===== src/rtl/mma_result_drain.sv =====
// Drains a captured MMA result tile as a valid/ready element stream, optionally rounding
// each FP32 element to FP16 (RNE), so the tile is free to start its next MMA.
module mma_result_drain #(
    parameter int unsigned M        = 4,
    parameter int unsigned N        = 4,
    parameter int unsigned C_ELEMS  = M * N,
    parameter bit          OUT_FP16 = 1'b1,
    parameter int unsigned IDX_W    = $clog2(C_ELEMS)
) (
    input  logic             clk,
    input  logic             rst_n,
    input  logic             result_valid,
    input  logic [31:0]      matrix_d [0:C_ELEMS-1],
    output logic             drain_busy,
    output logic             out_valid,
    input  logic             out_ready,
    output logic [31:0]      out_data,
    output logic [IDX_W-1:0] out_idx,
    output logic             out_last,
    output logic             drop_err,
    input  logic             err_clear
);

    typedef enum logic {StIdle, StStream} state_e;

    state_e            state_q, state_d;
    logic [IDX_W-1:0]  idx_q, idx_d;
    logic [31:0]       tile_q [0:C_ELEMS-1];
    logic [31:0]       tile_d [0:C_ELEMS-1];
    logic              drop_q, drop_d;
    logic              capture;
    logic              drop_set;
    logic              stream;
    logic              is_last;
    logic [31:0]       cur_elem;

    function automatic logic [15:0] fp32_to_fp16(input logic [31:0] x);
        logic        s;
        logic [7:0]  e;
        logic [22:0] f;
        logic [4:0]  exp5;
        logic [4:0]  sh;
        logic [47:0] shifted;
        logic        rnd;
        logic [14:0] mag;
        s = x[31];
        e = x[30:23];
        f = x[22:0];
        // Only used inside their ranges below, where the mod-32 arithmetic is exact:
        // exp5 = e - 112 for e in 113..142, sh = 126 - e for e in 102..112.
        exp5    = e[4:0] - 5'd16;
        sh      = 5'd30 - e[4:0];
        shifted = {1'b1, f, 24'h0} >> sh;
        rnd     = 1'b0;
        mag     = '0;
        if (e == 8'hff) begin
            mag = (f != '0) ? 15'h7e00 : 15'h7c00;
        end else if (e >= 8'd143) begin
            mag = 15'h7c00;
        end else if (e >= 8'd113) begin
            // A carry out of the fraction bumps the exponent; from 0x7BFF it lands on Inf.
            rnd = f[12] & ((|f[11:0]) | f[13]);
            mag = {exp5, f[22:13]} + 15'(rnd);
        end else if (e >= 8'd102) begin
            rnd = shifted[23] & ((|shifted[22:0]) | shifted[24]);
            mag = 15'(shifted[47:24]) + 15'(rnd);
        end
        return {s, mag};
    endfunction

    assign stream   = (state_q == StStream);
    assign is_last  = (idx_q == IDX_W'(C_ELEMS - 1));
    assign cur_elem = tile_q[idx_q];

    always_comb begin
        state_d  = state_q;
        idx_d    = idx_q;
        tile_d   = tile_q;
        capture  = 1'b0;
        drop_set = 1'b0;
        unique case (state_q)
            StIdle: begin
                capture = result_valid;
            end
            StStream: begin
                if (out_ready) begin
                    if (is_last) begin
                        state_d = StIdle;
                        idx_d   = '0;
                    end else begin
                        idx_d = idx_q + IDX_W'(1);
                    end
                end
                // Only the final handshake frees the buffer for a new tile in the same cycle.
                if (result_valid) begin
                    if (out_ready && is_last) begin
                        capture = 1'b1;
                    end else begin
                        drop_set = 1'b1;
                    end
                end
            end
            default: begin
                state_d = StIdle;
            end
        endcase
        if (capture) begin
            tile_d  = matrix_d;
            idx_d   = '0;
            state_d = StStream;
        end
        drop_d = drop_set | (drop_q & ~err_clear);
    end

    always_ff @(posedge clk or negedge rst_n) begin
        if (!rst_n) begin
            state_q <= StIdle;
            idx_q   <= '0;
            drop_q  <= 1'b0;
            tile_q  <= '{default: '0};
        end else begin
            state_q <= state_d;
            idx_q   <= idx_d;
            drop_q  <= drop_d;
            tile_q  <= tile_d;
        end
    end

    assign out_valid  = stream;
    assign drain_busy = stream;
    assign out_idx    = idx_q;
    assign out_last   = stream & is_last;
    assign drop_err   = drop_q;
    assign out_data   = !stream ? '0 :
                        OUT_FP16 ? {16'h0, fp32_to_fp16(cur_elem)} : cur_elem;

endmodule


===== config.mk =====
export PLATFORM = sky130hd
export DESIGN_NAME = mma_result_drain
export DESIGN_NICKNAME = d
export VERILOG_FILES = /design/src/rtl/mma_result_drain.sv
export SDC_FILE = /design/constraint.sdc
export NUM_CORES = 1
export LEC_CHECK = 0
export CAP_MARGIN = 20
export CORE_AREA = 2 2 261 237
export DETAILED_ROUTE_END_ITERATION = 12
export DIE_AREA = 0 0 263 239
export GPL_TIMING_DRIVEN = 1
export HOLD_SLACK_MARGIN = 0.1
export PLACE_DENSITY = 0.69
export SLEW_MARGIN = 25
export SYNTH_ARGS = -nofsm -noshare
export SYNTH_HDL_FRONTEND = slang
export SYNTH_SLANG_ARGS = --single-unit

===== constraint.sdc =====
create_clock -name clk -period 7.8 [get_ports clk]
set_clock_uncertainty 0.05 [all_clocks]
set_input_delay 1.17 -clock clk [delete_from_list [all_inputs] [get_ports clk]]
set_output_delay 1.17 -clock clk [all_outputs]
set_load 0.05 [all_outputs]

== Yosys cells after proc, flatten, opt, wreduce, memory -nomap -nowiden ==
Index checks and enable logic that the tools add are counted.

* $lt $le $gt $ge: 4
* Reduce and logical (&&, ||, !) cells: 7
* Equality and inequality tests: 2
* Bitwise gates (word level): 10
* $add $sub $neg: 5
* Shift operators: 1
* Multiplexer cells: 23

{| class="wikitable"
|+ Operators by type and width
! operator !! number
|-
| 32-bit binary-select mux with 4-bit select || 1
|-
| 32-bit two-way mux || 2
|-
| 15-bit two-way mux || 4
|-
| 48-bit by 5-bit right shift with 39-bit output || 1
|-
| 15-bit by 1-bit adder with 15-bit output || 2
|-
| 23-bit nonzero test || 1
|-
| 23-bit OR reduction || 1
|-
| 8-bit by 7-bit >= comparator with 1-bit output, second input constant || 2
|-
| 16-bit two-way mux || 1
|-
| 4-bit two-way mux || 4
|-
| 12-bit OR reduction || 1
|-
| 10-bit two-way mux || 1
|-
| 1-bit two-way mux || 9
|-
| 8-bit == test, second input constant || 1
|-
| 8-bit >= comparator, second input constant || 1
|-
| 5-bit >= comparator, second input constant || 1
|-
| 4-bit inverter with 5-bit output || 1
|-
| 5-bit subtractor, first input constant || 1
|-
| 5-bit subtractor, second input constant || 1
|-
| 4-bit by 1-bit adder with 4-bit output, second input constant || 1
|-
| 1-bit AND || 4
|-
| 4-bit == test, second input constant || 1
|-
| 2-bit nonzero test || 2
|-
| 1-bit OR || 3
|-
| 4 further kinds || 5
|}

* Flip-flop bits (word level): 518
* Input port bits: 517
* Logic and storage cells: 71
* Output and inout bits: 40

== Longest topological paths before layout ==
* Word-level depth: 15
* Gate-level depth with buffers: 26
* Gate-level depth less buffers: 19

== Least setup slack after synthesis ==
Ideal clock, no wire load.

* Path type: register to output
* Start point: register idx_q[0], in the netlist out_idx[0]
* End point: output out_data[1]
* Path slack: 0.274 ns
* Buffers on the path: 6
* Stages on the path, launching flop included: 22
* Arrival: 6.306 ns
* Required time: 6.580 ns
* Cells stage by stage: dfrtp_1 > buf_6 > buf_12 > buf_6 > buf_8 > mux4_2 > a22oi_2 > nand2_4 > ha_1 > clkbuf_1 > nand2b_1 > mux2_2 > o211ai_4 > buf_6 > mux2i_1 > mux2_2 > mux4_2 > o31ai_4 > inv_1 > ha_1 > nor2_1 > nor4bb_1

* Word-level cells in the longest chain between the ends: 15
* Elaborated cells on any way between the ends: 23
* Classes of those cells: 3 x add/sub; 3 x order compare; 1 x eq/ne; 1 x shift; 8 x mux; 5 x bitwise; 2 x reduce/logical

{| class="wikitable"
|+ RTL lines
! what !! line !! text
|-
| from (decl) || 27 || <nowiki>logic [IDX_W-1:0] idx_q, idx_d;</nowiki>
|-
| from (signal assigned) || 123 || <nowiki>idx_q <= idx_d;</nowiki>
|-
| 4-bit inverter with 5-bit output (implied by the code) (*) || 73 || <nowiki>assign cur_elem = tile_q[idx_q];</nowiki>
|-
| 32-bit binary-select mux with 4-bit select (*) || 73 ||
|-
| 32-bit two-way mux (implied by the code) (*) (2 in a row) || 73 ||
|-
| 5-bit subtractor || 52 || <nowiki>sh = 5'd30 - e[4:0];</nowiki>
|-
| 48-bit by 5-bit right shift with 39-bit output || 53 || <nowiki>shifted = {1'b1, f, 24'h0} >> sh;</nowiki>
|-
| 23-bit OR reduction || 65 || <nowiki>rnd = shifted[23] & ((|shifted[22:0]) | shifted[24]);</nowiki>
|-
| 1-bit OR || 65 ||
|-
| 1-bit AND || 65 ||
|-
| 15-bit by 1-bit adder with 15-bit output || 66 || <nowiki>mag = 15'(shifted[47:24]) + 15'(rnd);</nowiki>
|-
| 15-bit two-way mux || 64 || <nowiki>end else if (e >= 8'd102) begin</nowiki>
|-
| 15-bit two-way mux || 60 || <nowiki>end else if (e >= 8'd113) begin</nowiki>
|-
| 15-bit two-way mux || 58 || <nowiki>end else if (e >= 8'd143) begin</nowiki>
|-
| 15-bit two-way mux (*) || 56 || <nowiki>if (e == 8'hff) begin</nowiki>
|-
| 16-bit two-way mux (*) || 134 || <nowiki>assign out_data = !stream ? '0 :</nowiki>
|-
| to (decl) || 17 || <nowiki>output logic [31:0] out_data,</nowiki>
|}

Mark *: on every way between the ends. The rest lies on a longest branch, timed or not. The select of a mux whose other input is x is not followed.

== Final worst setup path ==
* Start point: register idx_q[2], in the netlist out_idx[2]
* End point: output out_data[12]

Same word-level chain as after synthesis.

==> impl_metrics.toml <==
[clock_tree]
clk_pin_slew_ps = 60
cts_hold_buf = 0
cts_buffers = 54
h-tree-depth = 2
cts_tree = "yes"
clk_latency_ps = 590
cts_sinks = 518
cts-root-buf = "clkbuf_16"
cts_setup_buffers = 0
cts_max_path_buffers = 3

[detailed_routing]
drc_errors = 0
vias_per_cell = 5.552
ant_nets = 0
num_vias = 17306
routed_wl_um = 76760
drt-initial-drc-count = 1123
avgRoutedWirePerCell_um = 24.63
firstDrtPassIters = 5

[critical_path]
cp_max_fo = 20
crit_family = "compound AO/OA/AOI/OAI gates"
arrival_ps = 6250
timing.rr.start = "out_idx[0]"
cp_cell_sequence = "and2_1, buf_4, a221oi_2, o21ai_1, nand2_4, ha_2, o311ai_0, mux2_2, o211ai_4, buf_4, mux2i_1, mux2_2, mux4_2, o31ai_4, inv_1, ha_1, o21ai_1, nor4_4, a211oi_1, a31oi_1, o22ai_1, buf_12"
r2r_end = "tile_q[342]"
r2r_cells = 7
crit_type = "reg -> out"
end_kind = "output pin"
cpMaxStageDelayCell = "mux4_2"
startpoint_type = "flop"
critPathRequiredTime_ps = 6580
path_buf_inv = 4
r2r_setup_slack_ps = 3720
cpPeakStageDelay_ps = 520

[global_routing]
grt.total_usage_pct = 24.15
first_global_vias = 18374
grt_overflow_total = 0
grt_max_degree = 165
antenna_found_initial = 34
grt_pass1_wl_um = 114800

[timing]
fin_crit_sh_pct = 95.75
worstMarginPinSlew_ps = 1101
drv_slew = 0
rsz0062_at_grt = "no"
setup_slack_ps = 331.4
hold_violations = 0
fmax_mhz = 133.9
finalCriticalPeriod_ps = 7469
maxSlewHeadroom_pct = 26.62
setup_violations = 0
hold_ws_ps = 449.8
finalSetupTns_ps = 0

[synth]
ys.flop_type = "dfrtp_1"
synth_edf_count = 0
synth_cell_types = 80
ys_warn_count = 0
ys_async_sr_fraction_pct = 100.0
synth-seq-cells = 518
syn_inst = 1760
synth_area_sq_um = 25710
yosysSeqAreaShare_pct = 50.41
synth_area_per_cell_sq_um = 14.61

[floorplanning]
die_h_um = 239
rows = 86
core_area_sq_um = 60470
ios = 557
initial_core_util_pct = 42.52
die-area_sq_um = 62860
die_w_um = 263

[worst_hold_path]
hold_path.class = "reg -> reg"
hold_end = "tile_q[146]"
holdPathStages = 1
hp-start = "tile_q[146]"

[finish]
drive_gt1_share_pct = 35.52
area.growth.synth_to_final_pct = 31.26
layout.nets = 2786
final_area_sq_um = 33750
fill_cells = 4915
fin_util_pct = 55.81

[outcome]
status = "complete, no violations"

[power]
leakage_nw = 13.83
powerDensity_nw_per_um2 = 511.2
vdd_ir_drop_max_mv = 0.3886

[placed_design]
dpl.hpwl_um = 56680
io_buffer_count = 540
gp_congestion = 0.8928
place_area_sq_um = 31870
post-place-ws_ps = 840.5

[job]
maxCapViolCount = 0
[cell usage after synthesis, types with 6 or more instances]
library cell	count	area, sq um
a21oi_1	17	85.08
a221oi_1	8	70.07
a22oi_1	48	360.4
a22oi_2	6	75.07
and2_1	7	43.79
and3_1	9	56.30
buf_2	12	60.06
buf_4	21	157.7
buf_6	9	101.4
buf_8	6	90.09
clkbuf_1	84	315.3
dfrtp_1	518	12960
ha_1	6	75.07
inv_1	9	33.78
mux2_2	524	5901
mux2i_1	80	800.8
mux4_2	120	2703
nand2_1	61	229.0
nand3_1	9	45.04
nand4_1	10	62.56
nor2_1	35	131.4
nor3_1	9	45.04
nor4_1	7	43.79
o21ai_0	15	75.07
o22ai_1	8	50.05
or3_1	6	37.54
xnor2_1	16	140.1
xor2_1	7	61.31
[per-layer routing]
metal	global-route usage, %	share of wire, %	vias to the layer above
met3	6.222	6.9	144
met5	0	0.24	-
met4	8.381	2.7	28
met1	32.16	42	8968
met2	38.54	48	502
li1	-	-	7664
[final cells by class]
class	count	area, sq um	area share (%)
diodes	19	47.55	0.1409
clock inverters	14	181.4	0.5375
flip-flops and latches	518	12970	38.43
inverters	12	45.04	0.1335
multi-input cells	1105	12000	35.55
well taps	792	991.0	2.936
repair buffers	572	5879	17.42
clock buffers	85	1638	4.852
[state kept, by name (all words and copies together), names as in the netlist]
name        cells
drain_busy      1
drop_err        1
tile_q        512
out_idx         4
[layout by cell type (no fill, tap or decap), types with 17 or more instances in the layout]
cell / n
mux2_2: 524
clkdlybuf4s50_1: 524
dfrtp_1: 516
mux4_2: 120
mux2i_1: 80
nand2_1: 61
clkbuf_16: 54
a22oi_1: 48
nor2_1: 34
buf_4: 25
buf_12: 21
diode_2: 19
a21oi_1: 17
clkbuf_8: 17
[report_power, final]
part           switching [mW]  internal (mW)  leakage (nW)  total [mW]
combinational            5.32           4.54          6.64        9.86
clock                    1.09           1.54         0.896        2.63
sequential              0.752           4.01          6.30        4.76
[worst reg2reg max path, cell delays in order, from the launching register on]
cell and delay [ps]:
dfrtp_4 740, buf_4 410, ha_1 250, nand2_1 70
o21ai_0 310, and2_4 840, buf_12 620, mux2_2 680
[logic make-up (layout without fill, tap and decap cells)]
group	count (synthesis)	in the layout	share of synthesized area, %
AO/OA/AOI/OAI	154	154	4.822
XOR/XNOR	23	23	0.7834
adder cells (fa/ha/maj)	6	6	0.2919
buffers and inverters	152	683	3.299
flip-flops	518	518	50.41
multiplexers	727	727	36.75
other	1	35	0.01458
AND/OR/NAND/NOR	179	179	3.635
[stage by stage]
step / cells / power, mW
5_1_grt: 3113 / 18.17
6_report: 3117 / 17.25
3_5_place_dp: 2999 / 14.55
2_1_floorplan: 1775 / 11.39
4_1_cts: 3098 / 17.25
3_3_place_gp: 2999 / 14.40
[timing repair]
| item | in CTS | in global routing |
|---|---|---|
| hold endpoints to repair | 0 | 0 |
| resized for setup | 0 | 2 |
| endpoints found under the setup margin | 0 | 6 |
[worst max path at each step]
stage,from,end,cells past startpoint
floorplan,out_idx[0],out_data[1],21
global placement,out_idx[1],out_data[13],18
detailed placement,out_idx[1],out_data[13],18
CTS,out_idx[1],out_data[12],21
global route,out_idx[2],out_data[12],22
finish,out_idx[2],out_data[12],22
(Power assumes the default switching activity.)
